--- config.mk ---
export PLATFORM = sky130hd
export DESIGN_NAME = branch_predictor_ctrl
export DESIGN_NICKNAME = d
export VERILOG_FILES = /design/src/rtl/branch_predictor_ctrl.sv
export SDC_FILE = /design/constraint.sdc
export NUM_CORES = 1
export LEC_CHECK = 0
export ABC_AREA = 1
export BUFFER_PORTS_ARGS = -buffer_cell sky130_fd_sc_hd__buf_2
export CORE_MARGIN = 2
export CORE_UTILIZATION = 50
export CTS_CLUSTER_DIAMETER = 30
export DETAILED_ROUTE_END_ITERATION = 8
export PLACE_DENSITY = 0.7
export SKIP_CTS_REPAIR_TIMING = 1
export SLEW_MARGIN = 20
export SYNTH_ARGS = -nofsm -noshare
export SYNTH_HDL_FRONTEND = slang
export SYNTH_SLANG_ARGS = --single-unit
--- constraint.sdc ---
create_clock -name clk -period 3.3 [get_ports clk]
set_clock_uncertainty 0.05 [all_clocks]
set_input_delay 0.33 -clock clk [delete_from_list [all_inputs] [get_ports clk]]
set_output_delay 0.33 -clock clk [all_outputs]
set_load 0.03 [all_outputs]
--- src/rtl/branch_predictor_ctrl.sv ---
// Bimodal direction predictor with in-order branch queue; prediction is same-cycle, flush/redirect 1 cycle after resolve.
// Backpressure: fetchStall when the queue is full and no slot frees this cycle; resolves are never stalled.
module branch_predictor_ctrl #(
  parameter int IDX_BITS = 6,
  parameter int DEPTH    = 4
) (
  input  logic        clk,
  input  logic        rst_n,
  input  logic        fetchValid,
  input  logic [31:0] fetchPC,
  input  logic [31:0] fetchInstr,
  output logic        predictTaken,
  output logic        fetchStall,
  input  logic        resolveValid,
  input  logic        resolveTaken,
  input  logic [31:0] resolveTargetPC,
  output logic        flush,
  output logic [31:0] redirectPC
);

  localparam int PTR_BITS = $clog2(DEPTH);
  localparam int ENTRIES  = 1 << IDX_BITS;
  localparam logic [PTR_BITS:0]   CNT_FULL = (PTR_BITS + 1)'(DEPTH);
  localparam logic [PTR_BITS:0]   CNT_ONE  = (PTR_BITS + 1)'(1);
  localparam logic [PTR_BITS-1:0] PTR_ONE  = PTR_BITS'(1);

  typedef struct packed {
    logic [31:0]         pc;
    logic [IDX_BITS-1:0] idx;
    logic                pred;
  } entry_t;

  logic [1:0]          bht [ENTRIES];
  entry_t              q   [DEPTH];
  logic [PTR_BITS-1:0] rd_ptr, wr_ptr;
  logic [PTR_BITS:0]   count;

  logic                is_branch, full, empty, push, pop, mispredict;
  logic [IDX_BITS-1:0] fetch_idx;
  logic [1:0]          head_ctr, head_ctr_nxt;
  logic [31:0]         redirect_nxt;
  entry_t              head;
  logic                unused_bits;

  assign unused_bits = ^{fetchInstr[31:7], fetchPC[31:IDX_BITS+2], fetchPC[1:0]};

  assign is_branch    = fetchValid & (fetchInstr[6:0] == 7'b1100011);
  assign fetch_idx    = fetchPC[IDX_BITS+1:2];
  assign predictTaken = is_branch & bht[fetch_idx][1];

  assign full       = (count == CNT_FULL);
  assign empty      = (count == '0);
  assign pop        = resolveValid & ~empty;
  assign fetchStall = is_branch & full & ~pop;
  assign push       = is_branch & ~fetchStall & ~flush;

  assign head         = q[rd_ptr];
  assign mispredict   = pop & (head.pred != resolveTaken);
  assign redirect_nxt = resolveTaken ? resolveTargetPC : head.pc + 32'd4;

  // Saturating 2-bit counter step for the retiring branch.
  assign head_ctr = bht[head.idx];
  always_comb begin
    head_ctr_nxt = head_ctr;
    if (resolveTaken && head_ctr != 2'b11)
      head_ctr_nxt = head_ctr + 2'b01;
    else if (!resolveTaken && head_ctr != 2'b00)
      head_ctr_nxt = head_ctr - 2'b01;
  end

  // Payload needs no reset: a stale slot is never read while count covers it.
  always_ff @(posedge clk) begin
    if (push)
      q[wr_ptr] <= '{pc: fetchPC, idx: fetch_idx, pred: predictTaken};
  end

  always_ff @(posedge clk) begin
    if (!rst_n) begin
      for (int i = 0; i < ENTRIES; i++)
        bht[i] <= 2'b01;
      rd_ptr     <= '0;
      wr_ptr     <= '0;
      count      <= '0;
      flush      <= 1'b0;
      redirectPC <= '0;
    end else begin
      flush <= mispredict;
      if (mispredict)
        redirectPC <= redirect_nxt;
      if (pop)
        bht[head.idx] <= head_ctr_nxt;
      // A mispredict squashes everything younger, including this cycle's push.
      if (mispredict) begin
        rd_ptr <= '0;
        wr_ptr <= '0;
        count  <= '0;
      end else begin
        if (push)
          wr_ptr <= wr_ptr + PTR_ONE;
        if (pop)
          rd_ptr <= rd_ptr + PTR_ONE;
        case ({push, pop})
          2'b10:   count <= count + CNT_ONE;
          2'b01:   count <= count - CNT_ONE;
          default: count <= count;
        endcase
      end
    end
  end

endmodule

==> results of run 1 <==
[synth_stat cells, types with 3 or more instances]
cell type,instances,area [um2]
o22ai_1,7,43.8
xor2_1,10,87.6
nor2_2,42,263
nor3_1,12,60.1
inv_1,141,529
o211ai_1,14,105
a21oi_1,20,100
ha_1,8,100
nand2_1,450,1690
buf_2,29,145
a32oi_1,4,35.0
nand4_1,12,75.1
nor2_1,280,1050
o21ai_0,81,405
edfxtp_1,260,7810
dfxtp_1,42,841
o21ai_1,41,205
o221ai_1,12,105
and3_1,3,18.8
buf_4,20,150
nand2_4,4,45.0
clkbuf_1,26,97.6
a31o_2,3,26.3
inv_2,4,15.0
nand3_2,4,40.0
buf_6,7,78.8
nand3_1,184,921
[through the flow]
step	area [um2]	hold WS, ns	utilization
floorplan	15200	0.379	-
global placement	16500	0.381	0.554
detailed placement	16500	0.387	0.554
CTS	18700	-0.107	0.627
global route	19900	0.00618	0.667
finish	19900	-0.0126	0.667
[power by group]
part,internal (mW),switching (mW)
Sequential,4.17,0.0201
Clock,4.32,2.05
Combinational,0.177,0.296
Total,8.67,2.36
[how the worst min path moves through the flow]
stage	startpoint	slack, ns	end
2_1_floorplan	fetchPC[3]	0.38	q[0][10]$_DFFE_PP_
3_3_place_gp	redirectPC[29]$_SDFFE_PN0P_	0.38	redirectPC[29]$_SDFFE_PN0P_
3_5_place_dp	redirectPC[23]$_SDFFE_PN0P_	0.39	redirectPC[23]$_SDFFE_PN0P_
4_1_cts	fetchPC[26]	-0.11	q[2][33]$_DFFE_PP_
5_1_grt	resolveTargetPC[16]	0.006	redirectPC[16]$_SDFFE_PN0P_
6_report	resolveTargetPC[10]	-0.01	redirectPC[10]$_SDFFE_PN0P_
[cell families (layout without fill, tap and decap cells)]
kind of cell / Yosys count / after routing / share of synthesized area
buffers and inverters: 231 / 509 / 0.0679
and+or+nand+nor: 1003 / 1004 / 0.280
AOI/OAI and AO/OA: 183 / 183 / 0.0679
DFF: 302 / 302 / 0.568
adders and majority gates: 9 / 9 / 0.00789
xor gates and xnor gates: 12 / 12 / 0.00690
muxes: 2 / 2 / 0.00131
[worst max-delay path, cell delays in order, from the launching register on]
cell and delay [ns]:
dfxtp_4 0.39, buf_12 0.16, buf_4 0.13, nand2_1 0.08
nand3_1 0.12, nand2_2 0.13, nor2_1 0.08, buf_4 0.18
nand3_1 0.14, nand2_1 0.09, o21ai_2 0.15, nand2_1 0.08
nor2_2 0.18, nand2_2 0.10, ha_4 0.17, nor2_4 0.14
buf_4 0.14, a21oi_2 0.05, nand2_2 0.15, nand2_4 0.14
buf_12 0.18, nor2_1 0.10
[routing by layer]
| layer | vias to the layer above | wire length (um) | GRT usage |
|---|---|---|---|
| li1 | 6315 | - | - |
| met1 | 6414 | 18500 | 0.388 |
| met2 | 908 | 21500 | 0.434 |
| met3 | 188 | 6500 | 0.0680 |
| met4 | 0 | 1940 | 0.104 |
| met5 | - | 0 | 0 |
[cell usage in the layout, fill, tap and decap left out, types with 6 or more instances in the layout]
| cell | instances |
|---|---|
| nand2_1 | 434 |
| nor2_1 | 262 |
| edfxtp_1 | 260 |
| nand3_1 | 183 |
| inv_1 | 136 |
| buf_2 | 110 |
| o21ai_0 | 81 |
| clkbuf_16 | 76 |
| buf_4 | 66 |
| nor2_2 | 47 |
| dfxtp_1 | 40 |
| dlygate4sd3_1 | 39 |
| o21ai_1 | 37 |
| a21oi_1 | 19 |
| nand2_2 | 14 |
| o211ai_1 | 14 |
| buf_12 | 14 |
| nor2_4 | 13 |
| nand4_1 | 12 |
| o221ai_1 | 12 |
| nor3_1 | 11 |
| bufinv_16 | 11 |
| xor2_1 | 10 |
| clkinv_2 | 9 |
| clkinvlp_4 | 8 |
| o22ai_1 | 7 |
| ha_1 | 7 |
| nand2_4 | 6 |
| clkbuf_1 | 6 |
[cell type report]
| type | count | area (um2) |
|---|---|---|
| timing repair inverter | 1 | 8.76 |
| clock buffer | 71 | 1600 |
| inverter | 146 | 579 |
| multi-input combinational | 1210 | 5800 |
| clock inverter | 41 | 553 |
| tap | 390 | 488 |
| sequential | 302 | 8650 |
| fill | 2287 | 9930 |
| timing repair buffer | 250 | 2180 |
[sequential cells by signal, indices dropped and copies added (netlist names), named ones only]
name,flops
count,3
redirectPC,32
flush,1
bht,128
wr_ptr,2
q,132
rd_ptr,2
==> out/results.tsv, run 1 <==
stage	metric	value	unit
outcome	status	complete, but fails checks	
outcome	violations	hold timing, setup timing	
setup_path	criticalPathCategory	reg2reg	
layout	fin_cells	2411	
placement	place_hpwl	29400	um
sta	setup_viol	3	
detailed_routing	vias	13825	
sta	hold_viol_final	3	
sta	slew_viol_final	0	
setup_path	r2r_cells	21	
setup_path	r2r_end	bht[1][1]$_SDFFCE_PN0P_	
setup_path	rrSetupSlack	-0.003	ns
clocking	cts_tree	done	
sta	fin_crit_sh	1.00	
layout	nNetsFinal	2081	
synthesis	syn_nets	1852	
sta	timing.final.crit_period	3.30	ns
die	initial_core_util	0.511	
synthesis	synth-edff-count	260	
global_route	grt_usage	0.282	
detailed_routing	drt-total-wl	48400	um
placement	place.gp.congestion	0.957	
global_route	grt_pass1_wl	68500	um
power_and_ir_drop	power.density	556	nW/um2
synthesis	synth-seq-cells	302	
die	die_area	31900	um2
min_path	min_path_cells	3	
clocking	clk_pin_slew	0.05	ns
setup_path	cp-end-kind	flip-flop	
sta	timing.fmax	303	MHz
die	rows	63	
global_route	grt_antenna_before_repair	0	
detailed_routing	drtIter0Drc	1773	
setup_path	endpoint	bht[1][1]$_SDFFCE_PN0P_	
layout	antenna_cells	0	
setup_path	path_max_fanout	9	
synthesis	synth_cells	1742	
global_route	overflow	0	
synthesis	synthFlopType	edfxtp_1	
synthesis	post_synth_instance_area	15200	um2
clocking	cts_sinks	302	
sta	fin_hold_ws	-0.0126	ns
sta	tns	-0.00504	ns
min_path	hold_path_class	in2reg	
die	die_h	179	um
placement	pre_cts_ws	-0.0986	ns
synthesis	async_reset_ff_frac	0	
setup_path	crit_arrival	3.70	ns
global_route	grt_start_max_net_pins	65	
detailed_routing	viasPerCell	5.73	
clocking	clockBufferDepth	3	
power_and_ir_drop	ir_worst_vdd	0.433	mV
placement	numPortBuffers	110	
clocking	h-tree-depth	2	
layout	drive_gt1_frac	0.212	
synthesis	yosysSeqAreaShare	0.568	
sta	worst_slew_pin_slew	0.834	ns
die	die_width	179	um
layout	area_growth	30.4	%
run	drv_cap	0	
placement	dp_cells	2227	
sta	maxSlewHeadroom	0.444	
clocking	cts_made_buffers	60	
detailed_routing	postRouteAntennaNets	0	
synthesis	yosys_warnings	0	
die	io_pins	136	
power_and_ir_drop	p_total	11.0	mW
detailed_routing	avgRoutedWirePerCell	20.1	um
synthesis	synth.distinct_cells	41	
setup_path	crit_path_start_kind	flip-flop	
synthesis	synth.avg_cell_area	8.74	um2
die	fp.coreArea	29800	um2
detailed_routing	drtPass1Iterations	6	
power_and_ir_drop	p_leak	7.63	nW
clocking	insertion_delay	0.59	ns
setup_path	critPathRequiredTime	3.69	ns
clocking	cts-root-buf	clkbuf_16	
sta	setup_ws	-0.00289	ns
global_route	grt_pass1_vias	12617	
detailed_routing	drc_errors	0	
Power figures use the tool's default switching activity.
==> run 2, diff against run 1 <==
--- a/config.mk
+++ b/config.mk
@@ -7,7 +7,8 @@
 export LEC_CHECK = 0
 export ABC_AREA = 1
 export BUFFER_PORTS_ARGS = -buffer_cell sky130_fd_sc_hd__buf_2
-export CORE_MARGIN = 2
+export CORE_ASPECT_RATIO = 0.9
+export CORE_MARGIN = 1.5
 export CORE_UTILIZATION = 50
 export CTS_CLUSTER_DIAMETER = 30
 export DETAILED_ROUTE_END_ITERATION = 8
==> run 2 against run 1 <==
  * Critical path type unchanged
  * Largest cell class unchanged
  * Global-route usage up 0.073 points
  * The run ends with hold timing left
  * Sequential power about the same
  * Critical endpoint is now bht[19][0]$_SDFFCE_PN1P_
  * First-iteration DRC count down 8.9%
==> out/results.tsv, run 2 (synthesis results as in run 1) <==
stage	metric	value	unit
placement	dp_cells	2267	
setup_path	cp-end-kind	flip-flop	
sta	fin_hold_ws	-0.0246	ns
detailed_routing	drtIter0Drc	1615	
detailed_routing	drc_errors	0	
layout	layout_common_cells	nand2_1 (441), nor2_1 (262), edfxtp_1 (260)	
layout	register_area	8650	um2
sta	worst_slew_pin_slew	0.842	ns
layout	reg_top3	q x132, bht x128, redirectPC x32	
layout	largest_register	q	
placement	numPortBuffers	110	
detailed_routing	drtPass1Iterations	5	
clocking	cts-root-buf	clkbuf_16	
placement	place_area	16800	um2
detailed_routing	vias	13765	
sta	fin_crit_sh	0.996	
die	fp.coreArea	30000	um2
layout	antenna_cells	0	
sta	hold_viol_final	7	
sta	timing.fmax	304	MHz
global_route	grt_start_max_net_pins	66	
die	io_pins	136	
global_route	overflow	0	
clocking	h-tree-depth	2	
layout	drive_gt1_frac	0.208	
clocking	cts_tree	done	
global_route	grt_usage	0.282	
clocking	cts_made_buffers	60	
clocking	cts_sinks	302	
setup_path	crit_arrival	3.56	ns
setup_path	criticalPathCategory	reg2reg	
sta	setup_viol	0	
power_and_ir_drop	p_total	10.9	mW
layout	fill_cells	2280	
detailed_routing	avgRoutedWirePerCell	19.7	um
layout	area_growth	30.4	%
detailed_routing	postRouteAntennaNets	0	
power_and_ir_drop	ir_worst_vdd	0.412	mV
sta	timing.final.crit_period	3.29	ns
die	rows	60	
global_route	grt_antenna_before_repair	0	
die	die_width	187	um
die	initial_core_util	0.508	
power_and_ir_drop	power.density	549	nW/um2
sta	maxSlewHeadroom	0.439	
placement	place.gp.congestion	0.978	
min_path	hold_path_class	in2reg	
setup_path	path_max_fanout	16	
global_route	grt_pass1_wl	69400	um
outcome	status	complete, but fails checks	
setup_path	critPathRequiredTime	3.57	ns
outcome	violations	hold timing	
placement	place_hpwl	29600	um
die	die_h	169	um
layout	multi_input_area	5720	um2
detailed_routing	viasPerCell	5.66	
layout	final_common_cell	nand2_1	
sta	slew_viol_final	0	
clocking	clockBufferDepth	3	
layout	fin_cells	2434	
sta	rsz0062_at_grt	true	
sta	tns	0	ns
layout	nNetsFinal	2091	
run	drv_cap	0	
global_route	grt_pass1_vias	12799	
setup_path	crit_path_start_kind	flip-flop	
layout	final_cell_area	19900	um2
clocking	insertion_delay	0.58	ns
layout	largest_reg_flops	132	
power_and_ir_drop	p_leak	7.66	nW
detailed_routing	drt-total-wl	47900	um
die	die_area	31500	um2
clocking	clk_pin_slew	0.05	ns
run 2: changes by cell type in the layout (fill, tap and decap cells not counted), sizes merged, moves of 2 or more:
cell	change
clkinvlp	+2
buf	+18
inv	-2
dlygate4sd3	-5
clkbuf	-3
run 2: final cells by class:
| type | instances | share of cell area |
|---|---|---|
| multi-input cells | 1209 | 0.288 |
| clock inverters | 43 | 0.0278 |
| well taps | 403 | 0.0254 |
| clock buffers | 69 | 0.0789 |
| repair buffers | 262 | 0.115 |
| inverters | 146 | 0.0290 |
| flip-flops and latches | 302 | 0.436 |
run 2: metrics by stage:
stage	setup slack [ns]	hold WS [ns]	utilization
after global routing	-0.125	0.000230	0.663
after global placement	-0.0380	0.381	0.560
after floorplan	0.487	0.379	-
after detailed placement	-0.103	0.386	0.560
after CTS	-0.179	-0.103	0.631
final	0.0119	-0.0246	0.663
run 2: metal layers:
| layer | routed length, um | share of wire | GRT usage | up-vias |
|---|---|---|---|---|
| li1 | - | - | - | 6325 |
| met1 | 19100 | 0.40 | 0.393 | 6418 |
| met2 | 21500 | 0.45 | 0.440 | 871 |
| met3 | 5690 | 0.12 | 0.0547 | 151 |
| met4 | 1550 | 0.032 | 0.110 | 0 |
| met5 | 0 | 0 | 0 | - |
run 2: worst max-delay path: stages, from the launching register on:
cell	delay [ns]
dfxtp_4	0.43
buf_6	0.14
nand2_1	0.08
nand2_1	0.09
nand2_1	0.09
nand2_4	0.17
nor2_4	0.07
buf_4	0.18
nand3_1	0.08
nand2_1	0.07
o21ai_1	0.20
nand2_2	0.11
nor2_2	0.15
nand2_1	0.09
ha_1	0.19
nor2_2	0.15
buf_4	0.14
nor2_4	0.05
nand3_4	0.16
clkbuf_16	0.23
nand3_1	0.09
run 2: path summary, 6_finish.rpt:
path | start | to | slack (ns) | cells after the start
setup / recovery | flip-flop | bht[19][0]$_SDFFCE_PN1P_ | 0.01 | 20
hold / removal | resolveTargetPC[6] | redirectPC[6]$_SDFFE_PN0P_ | -0.02 | 3
setup reg to reg | flip-flop | bht[19][0]$_SDFFCE_PN1P_ | 0.01 | 20
hold reg to reg | redirectPC[20]$_SDFFE_PN0P_ | redirectPC[20]$_SDFFE_PN0P_ | 0.40 | 2
run 2: power by group:
part / total (mW) / internal [mW] / leakage [nW] / switching [mW]
clock: 6.23 / 4.24 / 1.00 / 1.99
sequential: 4.19 / 4.17 / 2.62 / 0.0211
combinational: 0.474 / 0.179 / 4.04 / 0.295
